### src/rtl/branch_control.sv
// Branch/jump sequencing controller: decodes a 9-bit instruction stream and
// issues one-cycle registered control pulses, with a one-cycle flush after each transfer.
//
// state   | meaning
// --------+-----------------------------------------------------------
// S_IDLE  | waiting for start; init_ctrl held high, instruction ignored
// S_RUN   | decoding one instruction per edge
// S_FLUSH | one-cycle bubble after a taken BZ or a JMP
// S_HALT  | halted; done_ctrl held high until reset
module branch_control #(
  parameter int BR_W = 8
) (
  input  logic            clock,
  input  logic            reset,
  input  logic            start,
  input  logic [8:0]      instruction,
  input  logic [BR_W-1:0] instruction_number,
  input  logic            flag,
  output logic            branch_ctrl,
  output logic            jump_ctrl,
  output logic            init_ctrl,
  output logic            done_ctrl,
  output logic [BR_W-1:0] branch_val,
  output logic [BR_W-1:0] jump_val,
  output logic [7:0]      taken_count,
  output logic [BR_W-1:0] last_pc
);

  typedef enum logic [1:0] {S_IDLE, S_RUN, S_FLUSH, S_HALT} state_t;

  localparam logic [2:0] OP_HALT = 3'b100;
  localparam logic [2:0] OP_SETB = 3'b101;
  localparam logic [2:0] OP_BZ   = 3'b110;
  localparam logic [2:0] OP_JMP  = 3'b111;

  state_t state, state_nxt;

  logic [2:0] opcode;
  logic [5:0] imm6;
  logic       is_setb, is_bz_taken, is_jmp, is_halt;

  logic            branch_nxt, jump_nxt, init_nxt, done_nxt;
  logic [BR_W-1:0] breg_nxt, jval_nxt, lpc_nxt;
  logic [7:0]      cnt_nxt;

  assign opcode      = instruction[8:6];
  assign imm6        = instruction[5:0];
  assign is_setb     = (opcode == OP_SETB);
  assign is_bz_taken = (opcode == OP_BZ) && flag;
  assign is_jmp      = (opcode == OP_JMP);
  assign is_halt     = (opcode == OP_HALT) && (imm6 == 6'd0);

  // State and all registered outputs share one async-reset register bank.
  always_ff @(posedge clock or posedge reset) begin
    if (reset) begin
      state       <= S_IDLE;
      branch_ctrl <= 1'b0;
      jump_ctrl   <= 1'b0;
      init_ctrl   <= 1'b1;
      done_ctrl   <= 1'b0;
      branch_val  <= '0;
      jump_val    <= '0;
      taken_count <= 8'd0;
      last_pc     <= '0;
    end else begin
      state       <= state_nxt;
      branch_ctrl <= branch_nxt;
      jump_ctrl   <= jump_nxt;
      init_ctrl   <= init_nxt;
      done_ctrl   <= done_nxt;
      branch_val  <= breg_nxt;
      jump_val    <= jval_nxt;
      taken_count <= cnt_nxt;
      last_pc     <= lpc_nxt;
    end
  end

  always_comb begin
    state_nxt = state;
    case (state)
      S_IDLE:  if (start) state_nxt = S_RUN;
      S_RUN: begin
        if (is_bz_taken || is_jmp) state_nxt = S_FLUSH;
        else if (is_halt)          state_nxt = S_HALT;
      end
      S_FLUSH: state_nxt = S_RUN;
      S_HALT:  state_nxt = S_HALT;
      default: state_nxt = S_IDLE;
    endcase
  end

  // Next values for the registered outputs; only RUN acts on the instruction.
  always_comb begin
    branch_nxt = 1'b0;
    jump_nxt   = 1'b0;
    init_nxt   = (state_nxt == S_IDLE);
    done_nxt   = (state_nxt == S_HALT);
    breg_nxt   = branch_val;
    jval_nxt   = jump_val;
    cnt_nxt    = taken_count;
    lpc_nxt    = last_pc;
    if (state == S_RUN) begin
      if (is_setb)
        breg_nxt = {{(BR_W-6){imm6[5]}}, imm6};
      if (is_bz_taken)
        branch_nxt = 1'b1;
      if (is_jmp) begin
        jump_nxt = 1'b1;
        jval_nxt = {{(BR_W-6){1'b0}}, imm6};
      end
      if (is_bz_taken || is_jmp) begin
        lpc_nxt = instruction_number;
        if (taken_count != 8'hFF)
          cnt_nxt = taken_count + 8'd1;
      end
    end
  end

endmodule

### config.mk
export PLATFORM = sky130hd
export DESIGN_NAME = branch_control
export DESIGN_NICKNAME = d
export VERILOG_FILES = /design/src/rtl/branch_control.sv
export SDC_FILE = /design/constraint.sdc
export NUM_CORES = 1
export LEC_CHECK = 0
export ABC_CLOCK_PERIOD_IN_PS = 2200
export BUFFER_PORTS_ARGS = -buffer_cell sky130_fd_sc_hd__buf_2
export CAP_MARGIN = 30
export CORE_ASPECT_RATIO = 0.8
export CORE_MARGIN = 3
export CORE_UTILIZATION = 47
export DETAILED_ROUTE_END_ITERATION = 6
export PLACE_DENSITY = 0.76
export RECOVER_POWER = 25
export SKIP_CTS_REPAIR_TIMING = 1
export SLEW_MARGIN = 20
export SYNTH_ARGS = -nofsm -noshare
export SYNTH_HDL_FRONTEND = slang
export SYNTH_SLANG_ARGS = --single-unit
### constraint.sdc
create_clock -name clock -period 2.2 [get_ports clock]
set_clock_uncertainty 0.2 [all_clocks]
set_input_delay 0.44 -clock clock [delete_from_list [all_inputs] [get_ports clock]]
set_output_delay 0.44 -clock clock [all_outputs]
set_load 0.01 [all_outputs]
# After elaboration in Yosys (flattened, before gate mapping)
# Index checks and enable logic that the tools add are counted.
dict set report op_classes {
  n_reduce_logical 10
  muxes 8
  addsub 1
  n_eq_ne 9
}
# op count
set op_table {}
lappend op_table {{$eq A3 B3 Y1 const B} 4}
lappend op_table {{$add A8 B1 Y8 const B} 1}
lappend op_table {{$ne A8 B8 Y1 const B} 1}
lappend op_table {{$pmux W2 S4} 1}
lappend op_table {{$eq A2 B2 Y1 const B} 3}
lappend op_table {{$logic_not A6 Y1} 1}
lappend op_table {{$mux W2} 3}
lappend op_table {{$reduce_and A2 Y1} 3}
lappend op_table {{$logic_not A2 Y1} 2}
lappend op_table {{$mux W1} 4}
lappend op_table {{$reduce_and A3 Y1} 1}
lappend op_table {{$eq A2 B1 Y1 const B} 1}
lappend op_table {{$logic_and A1 B1 Y1} 2}
lappend op_table {{$logic_or A1 B1 Y1} 1}
dict set report word_totals {
  register_bits 34
  out_inout_bits 36
  inputBits 21
}

# Depth between registers and ports, before layout
# Gate-level depths: netlist of the first run.
dict set report depth {
  depth_word 6
  ltp_mapped 5
  mapped_depth_nobuf 5
}

# Least setup slack after synthesis of the first run
# Ideal clock, no wire load.
dict set report synth_path {
  path_type {register to register}
  start {register taken_count[0]}
  end {register taken_count[1]}
  slack_ns 0.554
  t_arrival_ns 1.321
  setup_time_ns 0.125
  stages_incl_launch_ff 6
  path_cell_list {dfrtp_1 > ha_1 > nand3_1 > nor2_1 > nor2_1 > mux2_2}
}
dict set report synth_via {
  elab_chain_cells 2
  elab_cells_between_ends 3
  cone_classes {1 x add/sub; 1 x eq/ne; 1 x reduce/logical}
}
# element line
set synth_rtl {}
lappend synth_rtl {{start, declared} 25} ;# output logic [7:0] taken_count,
lappend synth_rtl {{start signal, assigned} 73} ;# taken_count <= cnt_nxt;
lappend synth_rtl {{branches (longest 2 deep; another with $add A8 B1 Y8)} n/a}
# Several ways; the timed one is not identified.
# A chain may end at the register's enable or synchronous reset.

# Worst setup path in the final report of the first run
dict set report layout_path {
  start {register state[1]}
  end {register taken_count[1]}
}
dict set report layout_via {
  elab_chain_cells 2
}
# element line
set layout_rtl {}
lappend layout_rtl {{start, declared} 36} ;# state_t state, state_nxt;
lappend layout_rtl {{start signal, assigned} 66} ;# state <= state_nxt;
lappend layout_rtl {{$eq A2 B1 Y1} 102} ;# if (state == S_RUN) begin
lappend layout_rtl {{$reduce_and A3 Y1 (no line)} n/a}
# Every way passes these cells.

==> qor.txt, run 1 <==
STA
--------------------------------------------------------------------------------------------
Period utilization                                                                    80.23%
Final setup vio count                                                                      0
Final Hold Fails                                                                           0
Maximum frequency from static timing analysis                                      566.6 MHz
Slew of the pin with the lowest slew margin                                        0.7988 ns
Period minus WS final                                                               1.765 ns
Setup repair after global routing missed its margin                                       no
Headroom to the max-slew limit                                                        46.75%
Max-slew violation total from the final report                                             0
Final sum of negative setup slack                                                       0 ns

DETAILED ROUTING
--------------------------------------------------------------------------------------------
DRT Pass-1 Iters                                                                           4
Total detailed-routing wirelength                                                   2.980 mm
Drt via density                                                                        4.874
Initial DRC count                                                                         38
# DRC                                                                                      0
Detail Route Antenna Nets                                                                  0
Via total after detailed routing                                                        1082
Per-cell routed wire length                                                         13.42 um

YOSYS
--------------------------------------------------------------------------------------------
Portion of synthesized cell area occupied by the leading cell type                    57.49%
Number of register bits inferred by synthesis                                             34
Share of synthesized area occupied by flip-flops and latches                          59.32%
Post-synth design cell area                                                        1436 um^2
Basic-gate share of the synthesized area counting and, or, nand and nor cells         18.29%
Mux contribution to synthesized area                                                  13.33%
Top cells by area in the synthesized netlist                                    sky130_fd_sc_hd__dfrtp_1 57%, sky130_fd_sc_hd__mux2_2 13%, sky130_fd_sc_hd__nand2_1 7.6%, sky130_fd_sc_hd__buf_4 2.6%, sky130_fd_sc_hd__dfstp_2 1.8%
Xor/xnor share of the synthesized area                                                1.220%
Synth cell types                                                                          28
Yosys top cell by area                                                          sky130_fd_sc_hd__dfrtp_1
Warning count from the yosys run                                                           0
Adder-Cell Fraction of Synth Area                                                    0.8711%
Gate Count Post-Synth                                                                    126
Avg Synthesized Cell Area                                                         11.40 um^2
Fraction of the mapped netlist area in compound gates                                 2.700%
Main combinational cell family by area after synthesis                          simple AND/OR/NAND/NOR gates

DIE
--------------------------------------------------------------------------------------------
Width of the die                                                                    67.81 um
Die outline height                                                                  55.45 um
Row count                                                                                 17
Area of the die                                                                    3759 um^2
Initial Util                                                                          50.77%
Core box area                                                                      2829 um^2
Number of primary I/O pins                                                                57

WORST SETUP PATH
--------------------------------------------------------------------------------------------
Classification of the worst setup path                                          flop to flop
Crit start category                                                                     flop
Req. time, crit path                                                                 2.18 ns
Maximum fanout along the worst path                                                       12
Element type at the critical path end                                                   flop
Arrival time at the worst endpoint                                                   1.74 ns

CLOCKING
--------------------------------------------------------------------------------------------
Number of clock sinks                                                                     34
Number of buffers added by the clock tree synthesis step                                   5
TritonCTS clock tree                                                                     yes
H-tree level count                                                                         2
Clock edge transition at the registers on the reported setup and hold paths          0.07 ns
Insertion delay to the later sink of the worst-skew pair                             0.29 ns
Clock Tree Buf Depth                                                                       2
CTS Root Buffer Type                                                            sky130_fd_sc_hd__clkbuf_8

PLACEMENT
--------------------------------------------------------------------------------------------
Global placer's final weighted congestion                                             0.8322
DPL Wire Length                                                                     2.251 mm
Number of buffers added on ports                                                          54
Cells after DPL                                                                          214

POWER AND IR DROP
--------------------------------------------------------------------------------------------
Logic gate share of total power                                                        32.4%
Proportion of power drawn by the clock network                                         21.4%
Static Leak                                                                        0.9445 nW
Internal power of the cells                                                         1.466 mW
Net Switching                                                                      0.7369 mW
Switching share of power                                                              33.45%
Pwr/cell area                                                                   1216 nW/um^2
Max rail drop VDD                                                                  0.6566 mV
Register share of total power                                                          46.2%

CELLS AND AREA
--------------------------------------------------------------------------------------------
Number of diodes added for antenna fixing                                                  0
Number of standard cells in the layout, taps in and fillers out                          222
Net count reported at finish                                                             205
Leading cell types in the layout, fill and taps excluded                        54 x sky130_fd_sc_hd__buf_2, 33 x sky130_fd_sc_hd__dfrtp_1, 29 x sky130_fd_sc_hd__nand2_1
Fraction of final layout cells sized beyond drive strength 1                          44.02%
Layout overhead on the synthesized area                                               26.13%
Leading cell type in the layout, fill and taps excluded                         sky130_fd_sc_hd__buf_2

GLOBAL ROUTING
--------------------------------------------------------------------------------------------
Number of antenna violations at the first check in global routing                          0
Global-route wire length before repair                                              4.864 mm
Overall overflow remaining after global route                                              0
Pin count of the biggest net entering global routing                                      35
Vias in the first global route                                                          1090
Overall global routing resource usage                                                 17.76%

STATUS
--------------------------------------------------------------------------------------------
Outcome                                                                            completed

MIN PATH
--------------------------------------------------------------------------------------------
Worst hold-check path type                                                      primary input to flop

FLOW RUN
--------------------------------------------------------------------------------------------
Number of max-capacitance violations reported                                              0

## critical path, cell delays in order (launching register included)
cell                      delay (ns)
sky130_fd_sc_hd__dfrtp_1        0.41
sky130_fd_sc_hd__and4b_1        0.30
sky130_fd_sc_hd__o21ai_2        0.17
sky130_fd_sc_hd__nor2_1         0.22
sky130_fd_sc_hd__mux2_2         0.35
## final timing paths
path                       cells after the start                    endpoint  slack [ns]                from
hold reg to reg                                1         init_ctrl$_DFF_PP1_        0.28  state[1]$_DFF_PP0_
setup reg to reg                               4  taken_count[1]$_DFFE_PP0P_        0.44  state[1]$_DFF_PP0_
max in group asynchronous                      3   branch_val[4]$_DFFE_PP0P_        1.11               reset
hold / removal                                 2         init_ctrl$_DFF_PP1_        0.08               start
min in group asynchronous                      3      last_pc[4]$_DFFE_PP0P_        0.19               reset
setup / recovery                               4  taken_count[1]$_DFFE_PP0P_        0.44  state[1]$_DFF_PP0_
## registers in the layout, summed over array words and instances, names as in the netlist
register and count:
branch_val 6, branch_ctrl 1, done_ctrl 1, taken_count 8, jump_val 6, init_ctrl 1, state 2, jump_ctrl 1
last_pc 8
## stage by stage
step	instance area, um^2	power, mW	worst slack, ns	util (%)	hold slack, ns
2_1_floorplan	1440	1.436	0.5543	-	0.2285
4_1_cts	1814	2.233	0.4262	64.13	0.05492
5_1_grt	1812	2.361	0.3714	64.04	0.07503
3_3_place_gp	1723	1.720	0.4042	60.90	0.2580
3_5_place_dp	1723	1.753	0.3382	60.90	0.2660
6_report	1812	2.203	0.4350	64.04	0.08236
## area by class of cell
class | count | area [um^2]
repair buffers | 55 | 275.3
well taps | 38 | 47.55
clock buffers | 7 | 86.33
multi-input cells | 83 | 530.5
fillers | 241 | 1017
flip-flops and latches | 34 | 852.1
inverters | 4 | 15.01
clock inverters | 1 | 5.005
## cells by family (layout without fill, tap and decap cells)
| kind of cell | count (synthesis) | count (layout) |
|---|---|---|
| simple gates | 55 | 55 |
| mux | 17 | 17 |
| fa+ha+maj | 1 | 1 |
| xor+xnor | 2 | 2 |
| flops | 34 | 34 |
| compound gates | 6 | 6 |
| buf+inv | 10 | 67 |
| other cells | 1 | 2 |
## power by group through the flow
stage          clock (mW)  combinational [mW]  sequential (mW)
2_1_floorplan           0               0.308             1.13
3_3_place_gp            0               0.708             1.01
3_5_place_dp            0               0.725             1.03
4_1_cts             0.486               0.728             1.02
5_1_grt             0.512               0.796             1.05
6_report            0.472               0.714             1.02
## routing by layer
layer / global-route usage, % / up-vias / part of all wire (%)
li1: - / 530 / -
met1: 21.86 / 511 / 44
met2: 27.05 / 34 / 49
met3: 5.691 / 7 / 5.4
met4: 10.20 / 0 / 2.2
met5: 0 / - / 0
## cells in the mapped netlist, drive strengths merged
master and number:
dfstp 1, dfrtp 33, nor4 1, nand3 3, a2bb2oi 1, xor2 1
nand4b 3, and4b 1, nand4 1, conb 1, nor3b 1, nor2b 3
clkbuf 1, o21ai 4, and2 1, and3 1, inv 4, mux2 17
nor2 7, buf 5, nor3 4, xnor2 1, a31oi 1, ha 1
nand2 29
Note: power is estimated with default switching activity, not from simulation.
==> inputs of run 2 (changes only) <==
--- a/config.mk
+++ b/config.mk
@@ -5,14 +5,14 @@
 export SDC_FILE = /design/constraint.sdc
 export NUM_CORES = 1
 export LEC_CHECK = 0
-export ABC_CLOCK_PERIOD_IN_PS = 2200
+export ABC_CLOCK_PERIOD_IN_PS = 1500
 export BUFFER_PORTS_ARGS = -buffer_cell sky130_fd_sc_hd__buf_2
 export CAP_MARGIN = 30
 export CORE_ASPECT_RATIO = 0.8
 export CORE_MARGIN = 3
-export CORE_UTILIZATION = 47
+export CORE_UTILIZATION = 43
 export DETAILED_ROUTE_END_ITERATION = 6
-export PLACE_DENSITY = 0.76
+export PLACE_DENSITY = 0.73
 export RECOVER_POWER = 25
 export SKIP_CTS_REPAIR_TIMING = 1
 export SLEW_MARGIN = 20
==> constraint.sdc (replaced) <==
create_clock -name clock -period 1.5 [get_ports clock]
set_clock_uncertainty 0.2 [all_clocks]
set_input_delay 0.3 -clock clock [delete_from_list [all_inputs] [get_ports clock]]
set_output_delay 0.3 -clock clock [all_outputs]
set_load 0.01 [all_outputs]
==> run 2 against run 1 <==
Compared with the run above: the run now ends with negative setup slack left; die area grew 8.4%; critical endpoint is now taken_count[4]$_DFFE_PP0P_; critical path type unchanged; highest routed layer unchanged; final cell count grew 13%; design area grew 18%; global-route usage up 0.41 points; worst hold slack got worse by 0.080 ns; combinational power rose by 95%; via count increased by 14%; core utilization up 3.7 points; critical path depth did not move.
==> qor.txt, run 2 (synthesis results as in run 1) <==
CLOCKING
------------------------------------------------------------------------------------------
CTS Root Buffer Type                                                          sky130_fd_sc_hd__clkbuf_8
Insertion delay to the later sink of the worst-skew pair                           0.28 ns
H-tree level count                                                                       2
Number of buffers added by the clock tree synthesis step                                 5
Clock edge transition at the registers on the reported setup and hold paths        0.07 ns
Number of clock sinks                                                                   34
Clock Tree Buf Depth                                                                     2
TritonCTS clock tree                                                                   yes

CELLS AND AREA
------------------------------------------------------------------------------------------
Final standard cell utilization of the core                                         67.74%
Leading cell types in the layout, fill and taps excluded                      54 x sky130_fd_sc_hd__buf_2, 33 x sky130_fd_sc_hd__dfrtp_1, 26 x sky130_fd_sc_hd__nand2_1
Leading cell type in the layout, fill and taps excluded                       sky130_fd_sc_hd__buf_2
Fraction of final layout cells sized beyond drive strength 1                        56.40%
Net count reported at finish                                                           232
Largest registers ranked by flip-flop count                                   last_pc: 8 flops, taken_count: 8 flops
Number of diodes added for antenna fixing                                                0
Layout overhead on the synthesized area                                             48.69%

POWER AND IR DROP
------------------------------------------------------------------------------------------
Static Leak                                                                       1.092 nW
Logic gate share of total power                                                      39.1%
Pwr/cell area                                                                 1667 nW/um^2
Switching share of power                                                            33.52%
Register share of total power                                                        41.5%
Proportion of power drawn by the clock network                                       19.3%
Net Switching                                                                     1.193 mW
Internal power of the cells                                                       2.366 mW
Max rail drop VDD                                                                 1.106 mV

WORST SETUP PATH
------------------------------------------------------------------------------------------
Worst Setup SP                                                                state[1]$_DFF_PP0_
Number of cell instances on the worst register-to-register path                          4
Req. time, crit path                                                               1.47 ns
Maximum fanout along the worst path                                                      4
Element type at the critical path end                                                 flop
Setup slack of the most critical reg-to-reg path                                  -0.17 ns
Arrival time at the worst endpoint                                                 1.64 ns
FF-to-FF Start                                                                state[1]$_DFF_PP0_
Capturing point of the worst reg2reg path                                     taken_count[4]$_DFFE_PP0P_
Classification of the worst setup path                                        flop to flop
Crit start category                                                                   flop
Critical path endpoint                                                        taken_count[4]$_DFFE_PP0P_

STATUS
------------------------------------------------------------------------------------------
Violations in the final reports                                               negative setup slack
Outcome                                                                       finished with violations

PLACEMENT
------------------------------------------------------------------------------------------
DPL Wire Length                                                                   2.590 mm
Global placer's final weighted congestion                                           0.7604
Number of buffers added on ports                                                        54

STA
------------------------------------------------------------------------------------------
Maximum frequency from static timing analysis                                    600.2 MHz
Final sum of negative setup slack                                               -0.7195 ns
Period utilization                                                                  111.1%
Min setup slack post-route                                                      -0.1661 ns
Max-slew violation total from the final report                                           0
Period minus WS final                                                             1.666 ns
Final Hold Fails                                                                         0
Setup repair after global routing missed its margin                                    yes
Final setup vio count                                                                   16

DIE
------------------------------------------------------------------------------------------
Number of primary I/O pins                                                              57
Width of the die                                                                  70.62 um
Die outline height                                                                57.70 um
Row count                                                                               18
Initial Util                                                                        45.56%
Area of the die                                                                  4074 um^2
Core box area                                                                    3153 um^2

GLOBAL ROUTING
------------------------------------------------------------------------------------------
Overall global routing resource usage                                               18.16%
Overall overflow remaining after global route                                            0
Global-route wire length before repair                                            5.706 mm
Number of antenna violations at the first check in global routing                        0
Pin count of the biggest net entering global routing                                    35
Vias in the first global route                                                        1298

DETAILED ROUTING
------------------------------------------------------------------------------------------
Per-cell routed wire length                                                       14.33 um
Via total after detailed routing                                                      1236
DRT Pass-1 Iters                                                                         4
Detail Route Antenna Nets                                                                0
# DRC                                                                                    0
Initial DRC count                                                                       51
Drt via density                                                                      4.924
Total detailed-routing wirelength                                                 3.596 mm

FLOW RUN
------------------------------------------------------------------------------------------
Number of max-capacitance violations reported                                            0

MIN PATH
------------------------------------------------------------------------------------------
Worst hold-check path type                                                    primary input to flop

==> run 2: power by group through the flow <==
stage	Combinational, mW	Clock, mW	Sequential (mW)
finish	1.39	0.687	1.48
global route	1.53	0.729	1.54
CTS	1.25	0.696	1.48
detailed placement	1.24	0	1.49
global placement	1.20	0	1.46
floorplan	0.491	0	1.66
==> run 2: how the worst min path moves through the flow <==
stage	start	to	slack [ns]	cells past startpoint
after floorplan	start	init_ctrl$_DFF_PP1_	0.14	1
after global placement	reset	last_pc[7]$_DFFE_PP0P_	0.15	3
after detailed placement	reset	branch_val[1]$_DFFE_PP0P_	0.16	3
after CTS	reset	taken_count[3]$_DFFE_PP0P_	-0.14	3
after global routing	instruction_number[2]	last_pc[2]$_DFFE_PP0P_	0.0006	3
final	instruction_number[0]	last_pc[0]$_DFFE_PP0P_	0.002	3
==> run 2: area by class of cell <==
| cell class | count | area (um^2) |
|---|---|---|
| Clock buffer | 7 | 86.33 |
| Clock inverter | 1 | 5.005 |
| Fill cell | 241 | 1017 |
| Inverter | 4 | 15.01 |
| Multi-Input combinational cell | 83 | 606.8 |
| Sequential cell | 34 | 852.1 |
| Tap cell | 40 | 50.05 |
| Timing Repair Buffer | 82 | 520.5 |
==> run 2: through the flow <==
stage	instance area (um^2)	hold slack, ns	instances	power [mW]	worst slack, ns
4_1_cts	1984	-0.1423	241	3.421	-0.1512
5_1_grt	2136	0.0006299	251	3.794	-0.2011
3_5_place_dp	1893	0.1627	233	2.732	-0.1432
2_1_floorplan	1471	0.1418	127	2.151	-0.05463
3_3_place_gp	1893	0.1487	233	2.659	-0.08129
6_report	2136	0.002325	251	3.560	-0.1661
==> run 2: critical path: stages, from the launching register on <==
cell,delay (ns)
sky130_fd_sc_hd__dfrtp_1,0.39
sky130_fd_sc_hd__and4b_2,0.34
sky130_fd_sc_hd__o21ai_4,0.11
sky130_fd_sc_hd__nor2_1,0.16
sky130_fd_sc_hd__mux2_2,0.36
==> run 2: per-layer routing <==
layer  up-vias  GRT usage [%]  share of wire [%]
met2        44          31.87                 51
met5         -              0                  0
met1       595          20.62                 40
met4         0          7.775                2.2
li1        587              -                  -
met3        10          5.893                6.5
